===== src/rtl/decode_if.sv =====
// rtl/decode_if.sv - decode stage bus: fetch latch and writeback port in, ID/EX latch out
// master = surrounding pipeline, slave = decode stage.
interface decode_if #(parameter int PC_W = 32);
   logic [PC_W+31:0] IF_ID;
   logic             if_valid;
   logic             flush;
   logic             wb_en;
   logic [4:0]       wb_addr;
   logic [31:0]      wb_data;
   logic             stall;
   logic             ex_valid;
   logic [PC_W-1:0]  ex_pc;
   logic [31:0]      ex_rs_data;
   logic [31:0]      ex_rt_data;
   logic [31:0]      ex_imm;
   logic [4:0]       ex_rt;
   logic [4:0]       ex_rd;
   logic [5:0]       ex_funct;
   logic [25:0]      ex_jtarget;
   logic             ex_reg_write, ex_mem_read, ex_mem_write;
   logic             ex_branch, ex_jump, ex_alu_src, ex_illegal;

   modport master (
      output IF_ID, if_valid, flush, wb_en, wb_addr, wb_data,
      input  stall, ex_valid, ex_pc, ex_rs_data, ex_rt_data, ex_imm, ex_rt, ex_rd,
             ex_funct, ex_jtarget, ex_reg_write, ex_mem_read, ex_mem_write,
             ex_branch, ex_jump, ex_alu_src, ex_illegal
   );

   modport slave (
      input  IF_ID, if_valid, flush, wb_en, wb_addr, wb_data,
      output stall, ex_valid, ex_pc, ex_rs_data, ex_rt_data, ex_imm, ex_rt, ex_rd,
             ex_funct, ex_jtarget, ex_reg_write, ex_mem_read, ex_mem_write,
             ex_branch, ex_jump, ex_alu_src, ex_illegal
   );
endinterface


===== src/rtl/decode.sv =====
// rtl/decode.sv - instruction decode stage: field split, 32x32 regfile, control, ID/EX latch
// Optional write-through forwarding of the writeback port: define DECODE_WB_BYPASS_EN.
module decode #(
   parameter int PC_W  = 32,
   parameter int NREGS = 32
) (
   input logic     clock,
   input logic     reset,
   decode_if.slave bus
);
   localparam logic [5:0] OP_R    = 6'h00;
   localparam logic [5:0] OP_ADDI = 6'h08;
   localparam logic [5:0] OP_LW   = 6'h23;
   localparam logic [5:0] OP_SW   = 6'h2B;
   localparam logic [5:0] OP_BEQ  = 6'h04;
   localparam logic [5:0] OP_J    = 6'h02;

   typedef struct packed {
      logic            valid;
      logic [PC_W-1:0] pc;
      logic [31:0]     rs_data;
      logic [31:0]     rt_data;
      logic [31:0]     imm;
      logic [4:0]      rt;
      logic [4:0]      rd;
      logic [5:0]      funct;
      logic [25:0]     jtarget;
      logic            reg_write;
      logic            mem_read;
      logic            mem_write;
      logic            branch;
      logic            jump;
      logic            alu_src;
      logic            illegal;
   } idex_t;

   idex_t       ex_q, ex_d;
   logic [31:0] regs_q [NREGS];

   logic [31:0] instr;
   logic [5:0]  opcode;
   logic [4:0]  rs, rt;
   logic [31:0] rs_val, rt_val;
   logic        uses_rt;
   logic        stall;

   assign instr   = bus.IF_ID[31:0];
   assign opcode  = instr[31:26];
   assign rs      = instr[25:21];
   assign rt      = instr[20:16];
   assign uses_rt = (opcode == OP_R) || (opcode == OP_SW) || (opcode == OP_BEQ);

   always_comb begin
      rs_val = (rs == 5'd0) ? 32'd0 : regs_q[rs];
      rt_val = (rt == 5'd0) ? 32'd0 : regs_q[rt];
`ifdef DECODE_WB_BYPASS_EN
      if (bus.wb_en && bus.wb_addr != 5'd0 && bus.wb_addr == rs) rs_val = bus.wb_data;
      if (bus.wb_en && bus.wb_addr != 5'd0 && bus.wb_addr == rt) rt_val = bus.wb_data;
`endif
   end

   // A load in ID/EX whose target feeds this instruction costs one bubble.
   assign stall = bus.if_valid && ex_q.valid && ex_q.mem_read && (ex_q.rt != 5'd0) &&
                  ((ex_q.rt == rs) || ((ex_q.rt == rt) && uses_rt)) && !bus.flush;

   always_comb begin
      ex_d = '0;
      if (bus.if_valid && !bus.flush && !stall) begin
         ex_d.valid   = 1'b1;
         ex_d.pc      = bus.IF_ID[PC_W+31:32];
         ex_d.rs_data = rs_val;
         ex_d.rt_data = rt_val;
         ex_d.imm     = {{16{instr[15]}}, instr[15:0]};
         ex_d.rt      = rt;
         ex_d.rd      = (opcode == OP_R) ? instr[15:11] : rt;
         ex_d.funct   = instr[5:0];
         ex_d.jtarget = instr[25:0];
         case (opcode)
            OP_R:    ex_d.reg_write = 1'b1;
            OP_ADDI: begin ex_d.reg_write = 1'b1; ex_d.alu_src = 1'b1; end
            OP_LW:   begin ex_d.reg_write = 1'b1; ex_d.mem_read = 1'b1; ex_d.alu_src = 1'b1; end
            OP_SW:   begin ex_d.mem_write = 1'b1; ex_d.alu_src = 1'b1; end
            OP_BEQ:  ex_d.branch = 1'b1;
            OP_J:    ex_d.jump = 1'b1;
            default: ex_d.illegal = 1'b1;
         endcase
      end
   end

   always_ff @(posedge clock or negedge reset) begin
      if (!reset) ex_q <= '0;
      else        ex_q <= ex_d;
   end

   always_ff @(posedge clock or negedge reset) begin
      if (!reset) begin
         for (int i = 0; i < NREGS; i++) regs_q[i] <= '0;
      end else if (bus.wb_en && bus.wb_addr != 5'd0) begin
         regs_q[bus.wb_addr] <= bus.wb_data;
      end
   end

   assign bus.stall        = stall;
   assign bus.ex_valid     = ex_q.valid;
   assign bus.ex_pc        = ex_q.pc;
   assign bus.ex_rs_data   = ex_q.rs_data;
   assign bus.ex_rt_data   = ex_q.rt_data;
   assign bus.ex_imm       = ex_q.imm;
   assign bus.ex_rt        = ex_q.rt;
   assign bus.ex_rd        = ex_q.rd;
   assign bus.ex_funct     = ex_q.funct;
   assign bus.ex_jtarget   = ex_q.jtarget;
   assign bus.ex_reg_write = ex_q.reg_write;
   assign bus.ex_mem_read  = ex_q.mem_read;
   assign bus.ex_mem_write = ex_q.mem_write;
   assign bus.ex_branch    = ex_q.branch;
   assign bus.ex_jump      = ex_q.jump;
   assign bus.ex_alu_src   = ex_q.alu_src;
   assign bus.ex_illegal   = ex_q.illegal;
endmodule


===== src/flat_wrapper.sv =====
// flat-port wrapper written by rule: the top's interface ports become plain ports
module decode_flat 
#(
   parameter int PC_W  = 32,
   parameter int NREGS = 32
)
  (clock, reset, bus_IF_ID, bus_if_valid, bus_flush, bus_wb_en, bus_wb_addr, bus_wb_data, bus_stall, bus_ex_valid, bus_ex_pc, bus_ex_rs_data, bus_ex_rt_data, bus_ex_imm, bus_ex_rt, bus_ex_rd, bus_ex_funct, bus_ex_jtarget, bus_ex_reg_write, bus_ex_mem_read, bus_ex_mem_write, bus_ex_branch, bus_ex_jump, bus_ex_alu_src, bus_ex_illegal);
  decode_if #(.PC_W(PC_W)) bus_i ();
  input logic clock;
  input logic reset;
  input wire logic [$bits(bus_i.IF_ID)-1:0] bus_IF_ID;
  input wire logic [$bits(bus_i.if_valid)-1:0] bus_if_valid;
  input wire logic [$bits(bus_i.flush)-1:0] bus_flush;
  input wire logic [$bits(bus_i.wb_en)-1:0] bus_wb_en;
  input wire logic [$bits(bus_i.wb_addr)-1:0] bus_wb_addr;
  input wire logic [$bits(bus_i.wb_data)-1:0] bus_wb_data;
  output wire logic [$bits(bus_i.stall)-1:0] bus_stall;
  output wire logic [$bits(bus_i.ex_valid)-1:0] bus_ex_valid;
  output wire logic [$bits(bus_i.ex_pc)-1:0] bus_ex_pc;
  output wire logic [$bits(bus_i.ex_rs_data)-1:0] bus_ex_rs_data;
  output wire logic [$bits(bus_i.ex_rt_data)-1:0] bus_ex_rt_data;
  output wire logic [$bits(bus_i.ex_imm)-1:0] bus_ex_imm;
  output wire logic [$bits(bus_i.ex_rt)-1:0] bus_ex_rt;
  output wire logic [$bits(bus_i.ex_rd)-1:0] bus_ex_rd;
  output wire logic [$bits(bus_i.ex_funct)-1:0] bus_ex_funct;
  output wire logic [$bits(bus_i.ex_jtarget)-1:0] bus_ex_jtarget;
  output wire logic [$bits(bus_i.ex_reg_write)-1:0] bus_ex_reg_write;
  output wire logic [$bits(bus_i.ex_mem_read)-1:0] bus_ex_mem_read;
  output wire logic [$bits(bus_i.ex_mem_write)-1:0] bus_ex_mem_write;
  output wire logic [$bits(bus_i.ex_branch)-1:0] bus_ex_branch;
  output wire logic [$bits(bus_i.ex_jump)-1:0] bus_ex_jump;
  output wire logic [$bits(bus_i.ex_alu_src)-1:0] bus_ex_alu_src;
  output wire logic [$bits(bus_i.ex_illegal)-1:0] bus_ex_illegal;
  assign bus_i.IF_ID = bus_IF_ID;
  assign bus_i.if_valid = bus_if_valid;
  assign bus_i.flush = bus_flush;
  assign bus_i.wb_en = bus_wb_en;
  assign bus_i.wb_addr = bus_wb_addr;
  assign bus_i.wb_data = bus_wb_data;
  assign bus_stall = bus_i.stall;
  assign bus_ex_valid = bus_i.ex_valid;
  assign bus_ex_pc = bus_i.ex_pc;
  assign bus_ex_rs_data = bus_i.ex_rs_data;
  assign bus_ex_rt_data = bus_i.ex_rt_data;
  assign bus_ex_imm = bus_i.ex_imm;
  assign bus_ex_rt = bus_i.ex_rt;
  assign bus_ex_rd = bus_i.ex_rd;
  assign bus_ex_funct = bus_i.ex_funct;
  assign bus_ex_jtarget = bus_i.ex_jtarget;
  assign bus_ex_reg_write = bus_i.ex_reg_write;
  assign bus_ex_mem_read = bus_i.ex_mem_read;
  assign bus_ex_mem_write = bus_i.ex_mem_write;
  assign bus_ex_branch = bus_i.ex_branch;
  assign bus_ex_jump = bus_i.ex_jump;
  assign bus_ex_alu_src = bus_i.ex_alu_src;
  assign bus_ex_illegal = bus_i.ex_illegal;
  decode #(.PC_W(PC_W), .NREGS(NREGS)) u_core (.clock(clock), .reset(reset), .bus(bus_i));
endmodule

===== config.mk =====
export PLATFORM = sky130hd
export DESIGN_NAME = decode_flat
export DESIGN_NICKNAME = d
export VERILOG_FILES = /design/src/rtl/decode_if.sv /design/src/rtl/decode.sv /design/src/flat_wrapper.sv
export SDC_FILE = /design/constraint.sdc
export NUM_CORES = 2
export LEC_CHECK = 0
export BUFFER_PORTS_ARGS = -buffer_cell sky130_fd_sc_hd__clkbuf_2
export CAP_MARGIN = 20
export CELL_PAD_IN_SITES_DETAIL_PLACEMENT = 0
export CELL_PAD_IN_SITES_GLOBAL_PLACEMENT = 1
export CORE_ASPECT_RATIO = 1.4
export CORE_MARGIN = 8
export CORE_UTILIZATION = 40
export CTS_BUF_LIST = sky130_fd_sc_hd__clkbuf_2 sky130_fd_sc_hd__clkbuf_4 sky130_fd_sc_hd__clkbuf_8
export DETAILED_ROUTE_END_ITERATION = 8
export GPL_TIMING_DRIVEN = 0
export PLACE_DENSITY = 0.76
export SYNTH_ARGS = -nofsm -noshare
export SYNTH_HDL_FRONTEND = slang
export SYNTH_SLANG_ARGS = --single-unit

===== constraint.sdc =====
create_clock -name clock -period 3.35 [get_ports clock]
set_clock_uncertainty 0.1 [all_clocks]
set_input_delay 0.67 -clock clock [delete_from_list [all_inputs] [get_ports clock]]
set_output_delay 0.67 -clock clock [all_outputs]
set_load 0.005 [all_outputs]

[Word-level counts from Yosys, hierarchy flattened]
Cells that the tools add are included.
Storage, ports and cells
  latch bits: 0
  bits in writable memories: 0
  register bits: 1202
  input port bits: 106
  memory bits (read-only): 0
  word-level logic and storage cells: 105
  output and inout port bits: 179
  memories kept: 0
Operators by class
  reduce and logical (&&, ||, !) cells: 23
  multiply operators: 0
  equal/unequal tests: 7
  shift operators: 0
  order comparisons: 4
  bitwise gates (word level): 3
  muxes and demuxes: 20
  $add $sub $neg: 0
  divide/modulo/power cells: 0
Operators by type and width (number)
  1024-bit bitwise mux: 1
  32-bit binary-select mux with 5-bit select: 2
  32-bit 2-to-1 mux: 7
  178-bit 2-to-1 mux: 1
  32-bit demux with 5-bit select: 1
  6-bit greater-or-equal comparator, second input constant: 3
  5-bit NOT with 6-bit output: 3
  6-bit == test, second input constant: 2
  5-bit == test: 2
  1-bit logical AND: 10
  5-bit logical NOT: 2
  5-bit nonzero test: 2
  1-bit 2-to-1 mux: 7
  6-bit by 2-bit == test with 1-bit output, second input constant: 1
  6-bit by 3-bit == test with 1-bit output, second input constant: 1
  6-bit by 4-bit == test with 1-bit output, second input constant: 1
  6-bit logical NOT: 1
  6-bit by 1-bit less-than comparator with 1-bit output, second input constant: 1
  3-bit OR reduction: 2
  6-bit OR reduction: 1
  5-bit 2-to-1 mux: 1
  1-bit logical OR: 3
  1-bit logical NOT: 2

[Logic depth before layout (Yosys ltp)]
  depth after elaboration: 10
  depth in mapped cells: 9
  gate-level depth less buffers: 6

[Worst setup path after synthesis]
Ideal clock, no wire load.
  path kind: input to register
  start point: input port bus_IF_ID[16]
  end point: register u_core.ex_q, in the netlist u_core.bus.ex_rt_data[3]
  data arrival time: 2.216 ns
  buffers on the path: 3
  setup slack: 0.913 ns
  required time: 3.129 ns
  stages on the path: 7
  setup time: 0.121 ns
  path through: buf_2 > buf_2 > buf_2 > mux4_2 > a22oi_1 > nand3_1 > and4b_1
RTL lines
  start: declaration: line flat_wrapper.sv:11  | input wire logic [$bits(bus_i.IF_ID)-1:0] bus_IF_ID;
  end signal: assignment: line decode.sv:91  | if (!reset) ex_q <= '0;
  end signal: assignment: line decode.sv:92  | else ex_q <= ex_d;
  end: declaration: line decode.sv:37  | idex_t ex_q, ex_d;

==> results_dict.tcl <==
set metrics [dict create \
    cts_tree "yes" \
    cp_num_buf_inv 3 \
    ir_worst_vdd_mv 0.2727 \
    grt_start_max_net_pins 116 \
    antenna_found_initial 20 \
    clockBufferDepth 3 \
    yosysSeqAreaShare_pct 48.57 \
    ys_async_sr_fraction_pct 100.0 \
    min_period_ns 3.554 \
    clkTransAtPathRegs_ns 0.07 \
    synth.net_count 4502 \
    postSynthAreaPerCell_um2 13.58 \
    slowest_delay_ns 1.03 \
    finalNonFillerCells 7131 \
    critPathCaptureType "flop" \
    area_growth_pct 16.98 \
    clock_sinks 1159 \
    crit_arrival_ns 4.30 \
    whs_path_depth 4 \
    final_util_pct 46.87 \
    start_util_pct 40.07 \
    hp-start "bus_flush" \
    grt_pass1_vias 46518 \
    num_vias 44996 \
    synth-edff-count 0 \
    via_per_inst 6.310 \
    whs_ns 0.1241 \
    cpLargestDelayFamily "buffers and inverters" \
    slowest_stage "clkdlybuf4s15_1" \
    r2r-start "u_core.bus.ex_rt[0]$_DFF_PN0_" \
    design.die.area_um2 162100 \
    power_leakage_uw 0.03166 \
    grt_overflow 0 \
    synth.cell_area_um2 59710 \
    critPathKind "in2reg" \
    drtAntennaViolNets 0 \
    dp_slack_ns -1.041 \
    hold_path_class "in2reg" \
    clk_latency_ns 0.96 \
    dr.first_iter.drc_count 4880 \
    core_um2 149000 \
    rsz0062_at_grt "false" \
    h-tree-depth 4 \
    nets 5132 \
    worstMarginPinSlew_ns 1.378 \
    path_common_cell "clkdlybuf4s15_1" \
    final-hold-violation-count 0 \
    fill_cells 13249 \
    die_h_um 473.2 \
    setup_viol 14 \
    path_max_fanout 10 \
    cap_violations 0 \
    slew_viol_final 0 \
    reg2regPathDepth 7 \
    synth_ff_type "dfrtp_1" \
    path_cells "clkbuf_1 > clkdlybuf4s15_1 > clkdlybuf4s15_1 > o21ai_0 > a21oi_1 > and4b_1" \
    cp_num_cells 6 \
    io_buffers 273 \
    status "complete, but fails checks" \
    drive_gt1_share_pct 40.81 \
    max_freq_mhz 281.4 \
    clock-root-buffer "clkbuf_8" \
    post-route-drc-count 0 \
    wl_mm 241.3 \
    dp_hpwl_mm 171.3 \
    p_per_area_nw_per_um2 563.8 \
    cp.required_ns 4.10 \
    violations "negative setup slack" \
    yosys_warnings 0 \
    wire_per_inst_um 33.84 \
    ys_seq_elements 1159 \
    startpoint "bus_IF_ID[18]" \
    gp_congestion 0.9608 \
    dr.pass1.iters 6 \
    dp.cells 6688 \
    setup_ws_ns -0.2037 \
    die_w_um 342.5 \
    grtUsageTotal_pct 29.24 \
    period_share_pct 106.1 \
    synth_cells 4396 \
    cts_buffers 187 \
    slew_headroom_pct 8.102 \
    rows 168 \
    cp-start-kind "input pin" \
    pin_count 285 \
    grt_first_pass_wirelength_mm 339.7 \
    synth_cell_types 40 \
]
state kept, by name, indices dropped and copies added (netlist names):
register                 count
u_core.regs_q             1024
u_core.bus.ex_pc            32
u_core.bus.ex_rs_data       32
u_core.bus.ex_rt_data       32
u_core.bus.ex_imm           16
u_core.bus.ex_jtarget        6
u_core.bus.ex_rd             5
u_core.bus.ex_rt             4
u_core.bus.ex_alu_src        1
u_core.bus.ex_branch         1
u_core.bus.ex_illegal        1
u_core.bus.ex_jump           1
u_core.bus.ex_mem_read       1
u_core.bus.ex_mem_write      1
u_core.bus.ex_reg_write      1
u_core.bus.ex_valid          1
metrics by stage:
stage	TNS [ns]	power, uW	instance area [um^2]
floorplan	0	23160	59710
global placement	-	25500	63530
detailed placement	-59.94	25920	64660
CTS	0	39280	69520
global route	0	40840	69840
finish	-0.9049	39380	69850
per-layer routing:
metal	vias up	wire, um	GRT usage (%)
met5	-	46	0
met2	2665	111300	45.82
met4	8	19220	20.21
met3	938	23020	9.394
met1	23418	87740	34.06
li1	17967	-	-
power by group:
group	internal, uW	switching [uW]	total [uW]
clock network	7230	6160	13400
registers	16400	1770	18200
logic	4120	3680	7800
repair_timing:
action,in CTS,in global routing
hold endpoints to repair,146,0
hold buffers,86,0
cloned,0,0
gates resized for setup,5,8
pin swaps,0,1
setup endpoints to repair,27,5
buffers inserted,0,0
cell families after synthesis:
family	Yosys count	share of synthesized area, %
flip-flops	1159	48.57
adder cells (fa/ha/maj)	1	0.01676
buffers and inverters	535	4.025
XOR/XNOR	10	0.1467
AO/OA/AOI/OAI	516	6.210
AND/OR/NAND/NOR	410	4.004
multiplexers	1765	37.03
tightest hold or removal path: stages:
cell and delay, ns:
clkbuf_2 0.08, nor2b_1 0.07, nand3_2 0.20, nor3_1 0.08
path summary, 6_finish.rpt:
path                       slack (ns)                             endpoint
setup / recovery                -0.20  u_core.bus.ex_rt_data[31]$_DFF_PN0_
hold / removal                   0.12      u_core.bus.ex_alu_src$_DFF_PN0_
setup reg to reg                 0.24  u_core.bus.ex_rt_data[14]$_DFF_PN0_
hold reg to reg                  0.38       u_core.regs_q[997]$_DFFE_PN0P_
max in group asynchronous        0.55      u_core.regs_q[1017]$_DFFE_PN0P_
min in group asynchronous        0.17   u_core.bus.ex_rt_data[7]$_DFF_PN0_
layout by cell type, fill, tap and decap left out, drive strengths merged, types with 15 or more instances in the layout:
cell type | netlist | routed
dlygate4sd3 | 0 | 86
buf | 226 | 307
nand2 | 15 | 15
o21ai | 128 | 128
and2 | 58 | 58
mux4 | 256 | 256
nor3 | 75 | 75
mux2 | 992 | 992
a22oi | 64 | 64
nor2 | 94 | 94
dfrtp | 1159 | 1159
a221oi | 256 | 256
and4b | 66 | 66
a21oi | 66 | 66
nand3 | 67 | 67
mux2i | 517 | 517
clkbuf | 306 | 871
cell usage after synthesis (2+ instances only):
cell / instances / share of area [%]
nor4_1: 4 / 0.042
nand4b_1: 4 / 0.059
and4b_1: 66 / 1.1
nand4_1: 2 / 0.021
a21oi_1: 66 / 0.55
mux4_2: 256 / 9.7
mux2i_1: 517 / 8.7
nor2_1: 94 / 0.59
mux2_2: 984 / 19
o21ai_0: 128 / 1.1
clkbuf_1: 306 / 1.9
a22oi_1: 64 / 0.80
dfrtp_1: 1159 / 49
nor3_1: 75 / 0.63
mux2_1: 8 / 0.15
nor2b_1: 9 / 0.094
nor3b_1: 2 / 0.025
and2_1: 58 / 0.61
nand2b_1: 5 / 0.052
inv_1: 2 / 0.013
or3_1: 3 / 0.031
buf_2: 115 / 0.96
xnor2_1: 6 / 0.088
nand3_1: 66 / 0.55
nor4b_1: 2 / 0.029
a221oi_1: 256 / 3.8
xor2_1: 4 / 0.059
buf_1: 49 / 0.31
buf_6: 5 / 0.094
buf_4: 57 / 0.72
nand2_1: 15 / 0.094
final cells by class:
| cell class | instances | area [um^2] | share of cell area (%) |
|---|---|---|---|
| multi-input cells | 2702 | 28320 | 40.55 |
| clock inverters | 32 | 374.1 | 0.5356 |
| inverters | 3 | 11.26 | 0.01612 |
| well taps | 1955 | 2446 | 3.502 |
| clock buffers | 294 | 3608 | 5.166 |
| plain buffers | 532 | 2416 | 3.459 |
| repair buffers | 441 | 3637 | 5.207 |
| diodes | 13 | 32.53 | 0.04657 |
| flip-flops and latches | 1159 | 29000 | 41.52 |
Note: power is estimated with default switching activity, not from simulation.
